**src/rtl/axi_lite_slave_regs.sv**
```systemverilog
// AXI4-Lite register slave: ID/STATUS/CONTROL/PULSE plus NREG-4 user registers; write commits one edge after AW and W are both buffered, reads return one cycle after AR.
// Backpressure: AW/W stall while their buffer is full or a B is pending; AR stalls while an R is pending.
module axi_lite_slave_regs #(
  parameter int          ADDR_WIDTH = 8,
  parameter int          NREG       = 16,
  parameter logic [31:0] ID_VALUE   = 32'h5174_0001,
  parameter logic [31:0] CTRL_RESET = 32'h0000_0000
) (
  input  logic                   s_axi_aclk,
  input  logic                   s_axi_aresetn,
  input  logic [31:0]            s_axi_awaddr,
  input  logic [2:0]             s_axi_awprot,
  input  logic                   s_axi_awvalid,
  output logic                   s_axi_awready,
  input  logic [31:0]            s_axi_wdata,
  input  logic [3:0]             s_axi_wstrb,
  input  logic                   s_axi_wvalid,
  output logic                   s_axi_wready,
  output logic [1:0]             s_axi_bresp,
  output logic                   s_axi_bvalid,
  input  logic                   s_axi_bready,
  input  logic [31:0]            s_axi_araddr,
  input  logic [2:0]             s_axi_arprot,
  input  logic                   s_axi_arvalid,
  output logic                   s_axi_arready,
  output logic [31:0]            s_axi_rdata,
  output logic [1:0]             s_axi_rresp,
  output logic                   s_axi_rvalid,
  input  logic                   s_axi_rready,
  input  logic [31:0]            status_in,
  output logic [31:0]            ctrl_out,
  output logic [31:0]            pulse_out,
  output logic [(NREG-4)*32-1:0] user_regs
);

  localparam int IW = ADDR_WIDTH - 2;

  localparam logic [1:0] RESP_OKAY   = 2'b00;
  localparam logic [1:0] RESP_SLVERR = 2'b10;
  localparam logic [1:0] RESP_DECERR = 2'b11;

  typedef struct packed {
    logic [31:0] dat;
    logic [3:0]  strb;
  } wbuf_t;

  logic                    rst_done;
  logic                    aw_full;
  logic [IW-1:0]           aw_idx;
  logic                    w_full;
  wbuf_t                   w_buf;
  logic                    bvalid_q;
  logic [1:0]              bresp_q;
  logic                    rvalid_q;
  logic [31:0]             rdata_q;
  logic [1:0]              rresp_q;
  logic [31:0]             ctrl_q;
  logic [31:0]             pulse_q;
  logic [NREG-1:4][31:0]   user_q;

  logic                    aw_hs;
  logic                    w_hs;
  logic                    ar_hs;
  logic                    commit;
  logic [31:0]             aw_sel;
  logic [31:0]             ar_sel;
  logic [1:0]              wr_resp;
  logic [1:0]              rd_resp;
  logic [31:0]             rd_val;

  logic unused_ok;
  assign unused_ok = ^{s_axi_awprot, s_axi_arprot,
                       s_axi_awaddr[31:ADDR_WIDTH], s_axi_awaddr[1:0],
                       s_axi_araddr[31:ADDR_WIDTH], s_axi_araddr[1:0]};

  function automatic logic [31:0] merge(input logic [31:0] old,
                                        input logic [31:0] dat,
                                        input logic [3:0]  strb);
    logic [31:0] res;
    res = old;
    for (int k = 0; k < 4; k++) begin
      if (strb[k]) res[k*8 +: 8] = dat[k*8 +: 8];
    end
    return res;
  endfunction

  // Readies stay low until the first edge after reset release.
  assign s_axi_awready = rst_done && !aw_full && !bvalid_q;
  assign s_axi_wready  = rst_done && !w_full && !bvalid_q;
  assign s_axi_arready = rst_done && !rvalid_q;

  assign aw_hs  = s_axi_awvalid && s_axi_awready;
  assign w_hs   = s_axi_wvalid && s_axi_wready;
  assign ar_hs  = s_axi_arvalid && s_axi_arready;
  assign commit = aw_full && w_full;

  assign aw_sel = 32'(aw_idx);
  assign ar_sel = 32'(s_axi_araddr[ADDR_WIDTH-1:2]);

  always_comb begin
    wr_resp = RESP_OKAY;
    if (aw_sel >= NREG) begin
      wr_resp = RESP_DECERR;
    end else if (aw_sel < 32'd2) begin
      wr_resp = RESP_SLVERR;
    end
  end

  always_comb begin
    rd_resp = RESP_OKAY;
    rd_val  = '0;
    if (ar_sel >= NREG) begin
      rd_resp = RESP_DECERR;
    end else begin
      case (ar_sel)
        32'd0:   rd_val = ID_VALUE;
        32'd1:   rd_val = status_in;
        32'd2:   rd_val = ctrl_q;
        32'd3:   rd_val = '0;
        default: begin
          for (int i = 4; i < NREG; i++) begin
            if (ar_sel == i) rd_val = user_q[i];
          end
        end
      endcase
    end
  end

  always_ff @(posedge s_axi_aclk) begin
    if (!s_axi_aresetn) begin
      rst_done <= 1'b0;
    end else begin
      rst_done <= 1'b1;
    end
  end

  // AW/W holding buffers and the write response channel.
  always_ff @(posedge s_axi_aclk) begin
    if (!s_axi_aresetn) begin
      aw_full  <= 1'b0;
      aw_idx   <= '0;
      w_full   <= 1'b0;
      w_buf    <= '0;
      bvalid_q <= 1'b0;
      bresp_q  <= RESP_OKAY;
    end else if (commit) begin
      aw_full  <= 1'b0;
      w_full   <= 1'b0;
      bvalid_q <= 1'b1;
      bresp_q  <= wr_resp;
    end else begin
      if (aw_hs) begin
        aw_full <= 1'b1;
        aw_idx  <= s_axi_awaddr[ADDR_WIDTH-1:2];
      end
      if (w_hs) begin
        w_full   <= 1'b1;
        w_buf    <= '{dat: s_axi_wdata, strb: s_axi_wstrb};
      end
      if (bvalid_q && s_axi_bready) begin
        bvalid_q <= 1'b0;
      end
    end
  end

  // Register file; SLVERR/DECERR commits leave it untouched.
  always_ff @(posedge s_axi_aclk) begin
    if (!s_axi_aresetn) begin
      ctrl_q  <= CTRL_RESET;
      pulse_q <= '0;
      user_q  <= '0;
    end else begin
      pulse_q <= '0;
      if (commit && wr_resp == RESP_OKAY) begin
        if (aw_sel == 32'd2) ctrl_q  <= merge(ctrl_q, w_buf.dat, w_buf.strb);
        if (aw_sel == 32'd3) pulse_q <= merge('0, w_buf.dat, w_buf.strb);
        for (int i = 4; i < NREG; i++) begin
          if (aw_sel == i) user_q[i] <= merge(user_q[i], w_buf.dat, w_buf.strb);
        end
      end
    end
  end

  // Read data is captured from pre-commit state, so a same-edge write is not visible.
  always_ff @(posedge s_axi_aclk) begin
    if (!s_axi_aresetn) begin
      rvalid_q <= 1'b0;
      rdata_q  <= '0;
      rresp_q  <= RESP_OKAY;
    end else if (ar_hs) begin
      rvalid_q <= 1'b1;
      rdata_q  <= rd_val;
      rresp_q  <= rd_resp;
    end else if (rvalid_q && s_axi_rready) begin
      rvalid_q <= 1'b0;
    end
  end

  assign s_axi_bvalid = bvalid_q;
  assign s_axi_bresp  = bresp_q;
  assign s_axi_rvalid = rvalid_q;
  assign s_axi_rdata  = rdata_q;
  assign s_axi_rresp  = rresp_q;
  assign ctrl_out     = ctrl_q;
  assign pulse_out    = pulse_q;
  assign user_regs    = user_q;

endmodule
```
**config.mk**
```make
export PLATFORM = sky130hd
export DESIGN_NAME = axi_lite_slave_regs
export DESIGN_NICKNAME = d
export VERILOG_FILES = /design/src/rtl/axi_lite_slave_regs.sv
export SDC_FILE = /design/constraint.sdc
export NUM_CORES = 1
export LEC_CHECK = 0
export BUFFER_PORTS_ARGS = -buffer_cell sky130_fd_sc_hd__buf_2
export CORE_AREA = 2 2 248 250
export DETAILED_ROUTE_END_ITERATION = 8
export DIE_AREA = 0 0 250 252
export MAX_ROUTING_LAYER = met4
export PLACE_DENSITY = 0.68
export SKIP_CTS_REPAIR_TIMING = 1
export SLEW_MARGIN = 20
export SYNTH_ARGS = -nofsm -noshare
export SYNTH_HDL_FRONTEND = slang
export SYNTH_SLANG_ARGS = --single-unit
```
**constraint.sdc**
```tcl
create_clock -name s_axi_aclk -period 2.95 [get_ports s_axi_aclk]
set_clock_uncertainty 0.1 [all_clocks]
set_input_delay 0.4425 -clock s_axi_aclk [delete_from_list [all_inputs] [get_ports s_axi_aclk]]
set_output_delay 0.4425 -clock s_axi_aclk [all_outputs]
set_load 0.05 [all_outputs]
```
; Word-level counts from Yosys, hierarchy flattened
; Cells that the tools add are included.
[word_totals]
reg_bits = 531
in_bits = 145
[classes]
magnitude_cmp = 3
eq_ne = 29
n_mux = 22
bitwise = 2
n_reduce_logical = 79
[ops]
columns = op, n
row1 = 32-bit 2-to-1 mux, 13
row2 = 3-bit AND reduction, 52
row3 = 32-bit case mux with 4 select lines, 1
row4 = 6-bit by 4-bit == test with 1-bit output (second input constant), 16
row5 = 6-bit by 3-bit == test with 1-bit output (second input constant), 8
row6 = 32-bit logical NOT, 1
row7 = 6-bit by 2-bit == test with 1-bit output (second input constant), 4
row8 = 4-bit AND reduction, 4
row9 = 6-bit by 5-bit greater-or-equal comparator with 1-bit output (second input constant), 2
row10 = 1-bit logical AND, 12
row11 = 6-bit by 1-bit == test with 1-bit output (second input constant), 1
row12 = 6-bit by 2-bit less-than comparator with 1-bit output (second input constant), 1
row13 = 2-bit 2-to-1 mux, 3
row14 = 1-bit 2-to-1 mux, 5
row15 = 1-bit logical NOT, 4
row16 = 2-bit AND reduction, 2
row17 = 2-bit nonzero test, 2
row18 = 2-bit logical NOT, 1
row19 = 1-bit NOT, 2
row20 = 2-bit OR reduction, 1

; Logic depth before layout (Yosys ltp)
; Gate-level depths: netlist (run 1).
[depth]
ltp_word = 15
depth_mapped = 9
depth_no_buf = 5

; Least setup slack after synthesis (run 1)
; No wires, ideal clock.
[synth_timing]
kind = register to register
startpoint = register bvalid_q, in the netlist s_axi_bvalid
endpoint = register w_buf[10] (netlist bit)
setup_ns = 0.076
arrival_time_ns = 2.339
required_time_ns = 2.774
path_slack_ns = 0.435
path_stages_with_launch = 8
n_path_buf = 2
period_less_slack_ns = 2.515
path_cell_list = dfxtp_1 -> nand2b_1 -> nor2_1 -> and2_1 -> clkbuf_1 -> clkbuf_1 -> nand2_1 -> a21boi_0
[synth_via]
elab_chain_len = 4
[synth_rtl]
columns = item, line_no
row1 = from (decl), 52  ; logic bvalid_q;
row2 = from (signal assigned), 144  ; bvalid_q <= 1'b0;
row3 = from (signal assigned), 149  ; bvalid_q <= 1'b1;
row4 = from (signal assigned), 161  ; bvalid_q <= 1'b0;
row5 = 1-bit logical NOT, 89  ; assign s_axi_wready = rst_done && !w_full && !bvalid_q;
row6 = 1-bit logical AND, 89
row7 = named net s_axi_wready, 18  ; output logic s_axi_wready,
row8 = 1-bit logical AND, 93  ; assign w_hs = s_axi_wvalid && s_axi_wready;
row9 = 2-bit AND reduction (no line), --
row10 = to (signal assigned), 158  ; w_buf <= '{dat: s_axi_wdata, strb: s_axi_wstrb};
row11 = to (decl), 51  ; wbuf_t w_buf;
; The timed path passes the listed nets, and every way through them passes these cells.
; A chain may end at the register's enable or synchronous reset.

; Worst setup path in the final report (run 1)
[layout_timing]
startpoint = register aw_idx[3]
endpoint = register user_q (netlist bit user_regs[210])
[layout_via]
elab_chain_len = 6
elab_cells_between_ends = 8
[layout_rtl]
columns = item, line_no
row1 = from (decl), 49  ; logic [IW-1:0] aw_idx;
row2 = from (signal assigned), 154  ; aw_idx <= s_axi_awaddr[ADDR_WIDTH-1:2];
row3 = 6-bit by 2-bit less-than comparator with 1-bit output, 104  ; end else if (aw_sel < 32'd2) begin
row4 = 2-bit 2-to-1 mux, 104
row5 = 2-bit 2-to-1 mux, 102  ; if (aw_sel >= NREG) begin
row6 = 2-bit logical NOT, 174  ; if (commit && wr_resp == RESP_OKAY) begin
row7 = 1-bit logical AND, 174
row8 = 3-bit AND reduction (no line) *, --
row9 = "to (signal, indexed assignment)", 178  ; if (aw_sel == i) user_q[i] <= merge(user_q[i], w_buf.dat, w_buf.strb);
row10 = to (decl), 59  ; logic [NREG-1:4][31:0] user_q;
; Every way passes the cells marked *; elsewhere a longest branch is shown, timed or not.

==> flow_metrics.tcl, run 1 <==
set metrics [dict create \
    post_drt_wl_per_cell_um 28.0 \
    area.growth.synth_to_final_pct 25.4 \
    finalNetCount 3511 \
    cp_data_arrival_time_ps 3200 \
    synth.avg_cell_area_um2 8.45 \
    grt_pass1_wl_um 166000 \
    fin_hold_ws_ps -31.1 \
    drv_slew 0 \
    rsz0062_at_grt "no" \
    crit_path_start_kind "register" \
    root_buffer "clkbuf_16" \
    multiInputGateArea_um2 12400 \
    die_x_um 250 \
    seq_area_frac_synth 0.442 \
    dpl.hpwl_um 83900 \
    grt_max_degree 166 \
    cts_buffers 58 \
    fin_setup_tns_ps 0 \
    yosys_warnings 0 \
    io_buffers 575 \
    violations "negative hold slack" \
    dp_slack_ps 32.1 \
    crit_fanout 25 \
    final.fill_count 5839 \
    grt_pass1_vias 23000 \
    postRouteAntennaNets 0 \
    worstMarginPinSlew_ps 1100 \
    cts_htree_levels 2 \
    holdCritPathClass "input pin to register" \
    clock-sinks 530 \
    syn-cell-area_um2 24000 \
    cts.path.max_buffers 3 \
    relSlewSlack 0.264 \
    status "complete, but fails checks" \
    vias 25500 \
    p_leak_nw 11.8 \
    max_freq_mhz 361 \
    initial_utilization 0.399 \
    routed_wl_um 117000 \
    synthArstFlopShare 0 \
    crit_required_ps 3380 \
    cts_tree "built" \
    powerDensity_nw_per_um2 510 \
    die_area_um2 63000 \
    layout-drive-gt1-share 0.257 \
    grtUsageTotal 0.367 \
    final-seq-area_um2 10600 \
    chipHeight_um 252 \
    synth-edff-count 0 \
    period_needed_ps 2770 \
    synth_seq_cells 530 \
    critPathKind "register to register" \
    hold_viol_final 12 \
    syn_inst 2838 \
    critPathCaptureType "register" \
    grt-ovfl-total 0 \
    yosys_most_used_dff "dfxtp_1" \
    insertion_delay_ps 630 \
    io_pins 634 \
    ir_drop_mv 0.429 \
    antenna_found_initial 4 \
    layout_setup_ws_ps 181 \
    finalSetupViolCount 0 \
    clkTransAtPathRegs_ps 60 \
    finalCritPeriodShare 0.939 \
    synth_cell_types 72 \
    place.gp.congestion 0.998 \
    viasPerCell 6.07 \
    cap_violations 0 \
    drc 0 \
    syn_nets 2983 \
    num_rows 90 \
    drt_iter0_markers 3444 \
    dr.pass1.iters 6 \
    core_um2 60100 \
]
==> area by class of cell <==
class	instances	area share
Inverter	4	0.000499
Clock inverter	20	0.00682
Multi-Input combinational cell	2043	0.412
Antenna cell	7	0.000582
Tap cell	782	0.0325
Timing Repair Buffer	729	0.143
Clock buffer	80	0.0527
Sequential cell	530	0.353
==> power breakdown <==
| group | switching [mW] | internal (mW) |
|---|---|---|
| Sequential | 0.165 | 7.19 |
| Clock | 3.11 | 3.99 |
| Combinational | 0.563 | 0.327 |
| Total | 3.84 | 11.5 |
==> critical path, stage by stage (launching register included) <==
cell and delay [ps]:
dfxtp_1 430, or3_1 500, nand3_4 400, nor2_1 880, nand2_1 140, a21boi_0 210
==> cell usage after synthesis (22+ instances only) <==
| cell | instances | area (µm²) |
|---|---|---|
| a21boi_0 | 417 | 3130 |
| a21oi_1 | 49 | 245 |
| a221oi_1 | 30 | 263 |
| and2_1 | 39 | 244 |
| buf_2 | 28 | 140 |
| clkbuf_1 | 215 | 807 |
| dfxtp_1 | 530 | 10600 |
| mux2_2 | 22 | 248 |
| mux2i_1 | 46 | 460 |
| mux4_2 | 28 | 631 |
| nand2_1 | 558 | 2090 |
| nor2_1 | 81 | 304 |
| nor2b_1 | 43 | 269 |
| o21ai_0 | 436 | 2180 |
| o22ai_1 | 25 | 156 |
==> per-layer routing <==
metal	share of wire	up-vias	global-route usage
met5	0	-	-
met4	0.050	0	0.154
met3	0.13	339	0.106
met2	0.43	1776	0.533
met1	0.39	12200	0.476
li1	-	11100	-
==> metrics by stage <==
step / total power [mW] / cells / cell area (µm²) / util / hold WS (ps)
finish: 15.3 / 4195 / 30100 / 0.500 / -31.1
floorplan: 7.91 / 2838 / 24000 / - / 344
global placement: 8.35 / 4068 / 28100 / 0.467 / 360
global route: 15.7 / 4191 / 30100 / 0.500 / 1.22
CTS: 15.3 / 4168 / 29900 / 0.497 / -54.7
detailed placement: 8.35 / 4068 / 28100 / 0.467 / 359
==> registers in the layout, indices dropped and copies added, names as in the netlist <==
name,flops
aw_full,1
aw_idx,6
ctrl_out,32
pulse_out,32
rst_done,1
s_axi_bresp,2
s_axi_bvalid,1
s_axi_rdata,32
s_axi_rresp,1
s_axi_rvalid,1
user_regs,384
w_buf,36
w_full,1
==> worst paths after layout <==
check / from / end / slack, ps / cells after the start
min: s_axi_wdata[23] / w_buf[27]$_SDFFE_PN0P_ / -30 / 3
max reg2reg: aw_idx[3]$_SDFFE_PN0P_ / user_regs[210]$_SDFFE_PN0P_ / 180 / 5
min reg2reg: s_axi_rdata[28]$_SDFFE_PN0P_ / s_axi_rdata[28]$_SDFFE_PN0P_ / 370 / 1
max: aw_idx[3]$_SDFFE_PN0P_ / user_regs[210]$_SDFFE_PN0P_ / 180 / 5
==> kinds of logic after synthesis <==
kind of cell | synth area share
AOI/OAI and AO/OA | 0.306
and+or+nand+nor | 0.151
DFF | 0.442
buffers and inverters | 0.0450
muxes | 0.0558
==> cell usage in the layout, fill, tap and decap left out, types with 8 or more instances in the layout <==
master	n
a31oi_1	9
mux4_2	28
a222oi_1	8
nand4_1	9
nor2_1	80
o22ai_1	25
clkbuf_1	17
o21ai_0	436
nor3_1	9
clkinv_2	10
nand3_1	18
mux2i_1	46
nor2b_1	42
mux2_2	22
dlygate4sd3_1	20
a22o_1	11
buf_2	572
a21oi_1	49
buf_12	15
or3_1	9
a2bb2oi_1	10
a22oi_1	20
a211oi_1	13
dfxtp_1	530
a21boi_0	417
and2_1	38
o211ai_1	10
buf_4	120
nor2_2	13
clkbuf_16	58
a221oi_1	30
o221ai_1	15
nand2b_1	11
a21boi_1	13
nand2_1	558
Note: power is estimated with default switching activity, not from simulation.
==> inputs of run 2 (changes only) <==
Settings changed: ABC_AREA set to 1, CORE_AREA 2 2 248 250 to 2 2 250 252, DIE_AREA 0 0 250 252 to 0 0 252 254, PLACE_DENSITY 0.68 to 0.63.
==> run 2 against run 1 <==
Effect of this change:
- the run still ends with negative hold slack left
- count of clock-buffer cells in the layout grew 3
- global-route usage decreased by 8.2 points
- critical path depth decreased by 2
- sequential power is 2% lower
- utilization shrank 6.3 points
==> flow_metrics.tcl, run 2 <==
set metrics [dict create \
    synth.avg_cell_area_um2 7.64 \
    grt_max_degree 215 \
    crit_fanout 3 \
    synth_cell_types 30 \
    cts.path.max_buffers 3 \
    drv_slew 0 \
    relSlewSlack 0.420 \
    seq_area_frac_synth 0.493 \
    synth_most_common_cell "dfxtp_1" \
    yosys_warnings 0 \
    io_pins 634 \
    cts_buffers 57 \
    fin_area_um2 26800 \
    dp_slack_ps 14.1 \
    insertion_delay_ps 610 \
    die_area_um2 64000 \
    rsz0062_at_grt "no" \
    power_mw 15.2 \
    syn_nets 2963 \
    grt-ovfl-total 0 \
    post_drt_wl_per_cell_um 22.4 \
    layout_setup_ws_ps 547 \
    cp_data_arrival_time_ps 1860 \
    dr.pass1.iters 5 \
    num_rows 91 \
    final_common_cell "buf_2" \
    fin_hold_ws_ps -13.4 \
    finalSetupViolCount 0 \
    core_um2 61300 \
    synth_area_leaders "dfxtp_1 (49%), a21oi_1 (12%), o21ai_0 (11%)" \
    grtUsageTotal 0.285 \
    status "complete, but fails checks" \
    layout-drive-gt1-share 0.240 \
    cts_htree_levels 2 \
    finalNetCount 3454 \
    synthArstFlopShare 0 \
    root_buffer "clkbuf_16" \
    area.growth.synth_to_final_pct 24.5 \
    holdCritPathClass "input pin to register" \
    place_area_um2 24900 \
    cts_tree "built" \
    antenna_found_initial 5 \
    synth-edff-count 0 \
    syn_inst 2818 \
    final.fill_count 6309 \
    place.gp.congestion 0.962 \
    crit_required_ps 2410 \
    violations "negative hold slack" \
    largest_reg_flops 384 \
    grt_pass1_wl_um 132000 \
    synth_top_area_share 0.493 \
    vias 21700 \
    clkTransAtPathRegs_ps 60 \
    hold_viol_final 1 \
    synth_common_cells "dfxtp_1 (530), a21oi_1 (499), o21ai_0 (462)" \
    routed_wl_um 93000 \
    drc 0 \
    dpl.hpwl_um 68400 \
    drt_iter0_markers 1720 \
    chipHeight_um 254 \
    p_leak_nw 12.0 \
    critPathCaptureType "output port" \
    layout_common_cells "buf_2 (574), dfxtp_1 (530), a21oi_1 (499)" \
    die_x_um 252 \
    postRouteAntennaNets 0 \
    clock-sinks 530 \
    ir_drop_mv 0.551 \
    crit_path_start_kind "register" \
    powerDensity_nw_per_um2 566 \
    max_freq_mhz 416 \
    initial_utilization 0.352 \
    synth_seq_cells 530 \
    syn-cell-area_um2 21500 \
    yosys_most_used_dff "dfxtp_1" \
    cap_violations 0 \
    critPathKind "register to output port" \
    yosysTopAreaCell "dfxtp_1" \
    viasPerCell 5.23 \
    worstMarginPinSlew_ps 871 \
    period_needed_ps 2400 \
    grt_pass1_vias 19300 \
    io_buffers 575 \
    finalCritPeriodShare 0.815 \
]
run 2: cell count changes in the layout (fill, tap and decap cells not counted), sizes merged, moves of 38 or more:
cell	previous run	this run
inv	4	188
and2	39	1
mux2i	46	0
nand2	558	461
nor2b	43	0
buf	709	634
a21oi	50	499
a21boi	430	1
nand3	22	77
nor2	94	280
nand4	9	59
run 2: metrics by stage:
step	TNS [ps]	cells	util
6_report	0	4144	0.438
5_1_grt	0	4141	0.438
2_1_floorplan	0	2818	-
4_1_cts	0	4136	0.437
3_3_place_gp	-15.4	4039	0.407
3_5_place_dp	0	4039	0.407
run 2: worst paths after layout:
kind,start,endpoint,slack (ps),cells past startpoint
setup / recovery,rst_done$_DFF_P_,s_axi_wready,550,3
hold reg to reg,s_axi_rdata[26]$_SDFFE_PN0P_,s_axi_rdata[26]$_SDFFE_PN0P_,370,2
setup reg to reg,aw_idx[5]$_SDFFE_PN0P_,user_regs[118]$_SDFFE_PN0P_,590,9
hold / removal,s_axi_rready,s_axi_rvalid$_SDFFE_PN0P_,-10,4
run 2: kinds of logic after synthesis:
| logic type | synth area share |
|---|---|
| flip-flops | 0.493 |
| AO/OA/AOI/OAI | 0.235 |
| AND/OR/NAND/NOR | 0.190 |
| buffers and inverters | 0.0817 |
run 2: area by class of cell:
type / count / area [µm²] / area share
inverters: 188 / 707 / 0.0264
repair buffers: 635 / 3470 / 0.129
clock buffers: 83 / 1660 / 0.0621
diodes: 7 / 17.5 / 0.000653
flip-flops and latches: 530 / 10600 / 0.396
well taps: 790 / 988 / 0.0369
multi-input cells: 1897 / 9180 / 0.342
clock inverters: 14 / 179 / 0.00667
run 2: critical path: stages (launching register included):
cell and delay (ps):
dfxtp_1 300, inv_1 160, nor3_1 430, buf_2 350
run 2: per-layer routing:
layer  GRT usage  wire length [µm]  share of wire  up-vias
li1            -                 -              -    10400
met1       0.345             37500           0.40    10300
met2       0.477             45600           0.49      828
met3      0.0586              6970          0.075      156
met4      0.0896              2880          0.031        0
met5           -                 0              0        -
run 2: power breakdown:
part           leakage [nW]  switching (mW)  internal, mW  total [mW]
clock                 0.906            2.99          4.22        7.20
sequential             4.28          0.0204          7.21        7.23
combinational          6.86           0.586         0.163       0.750
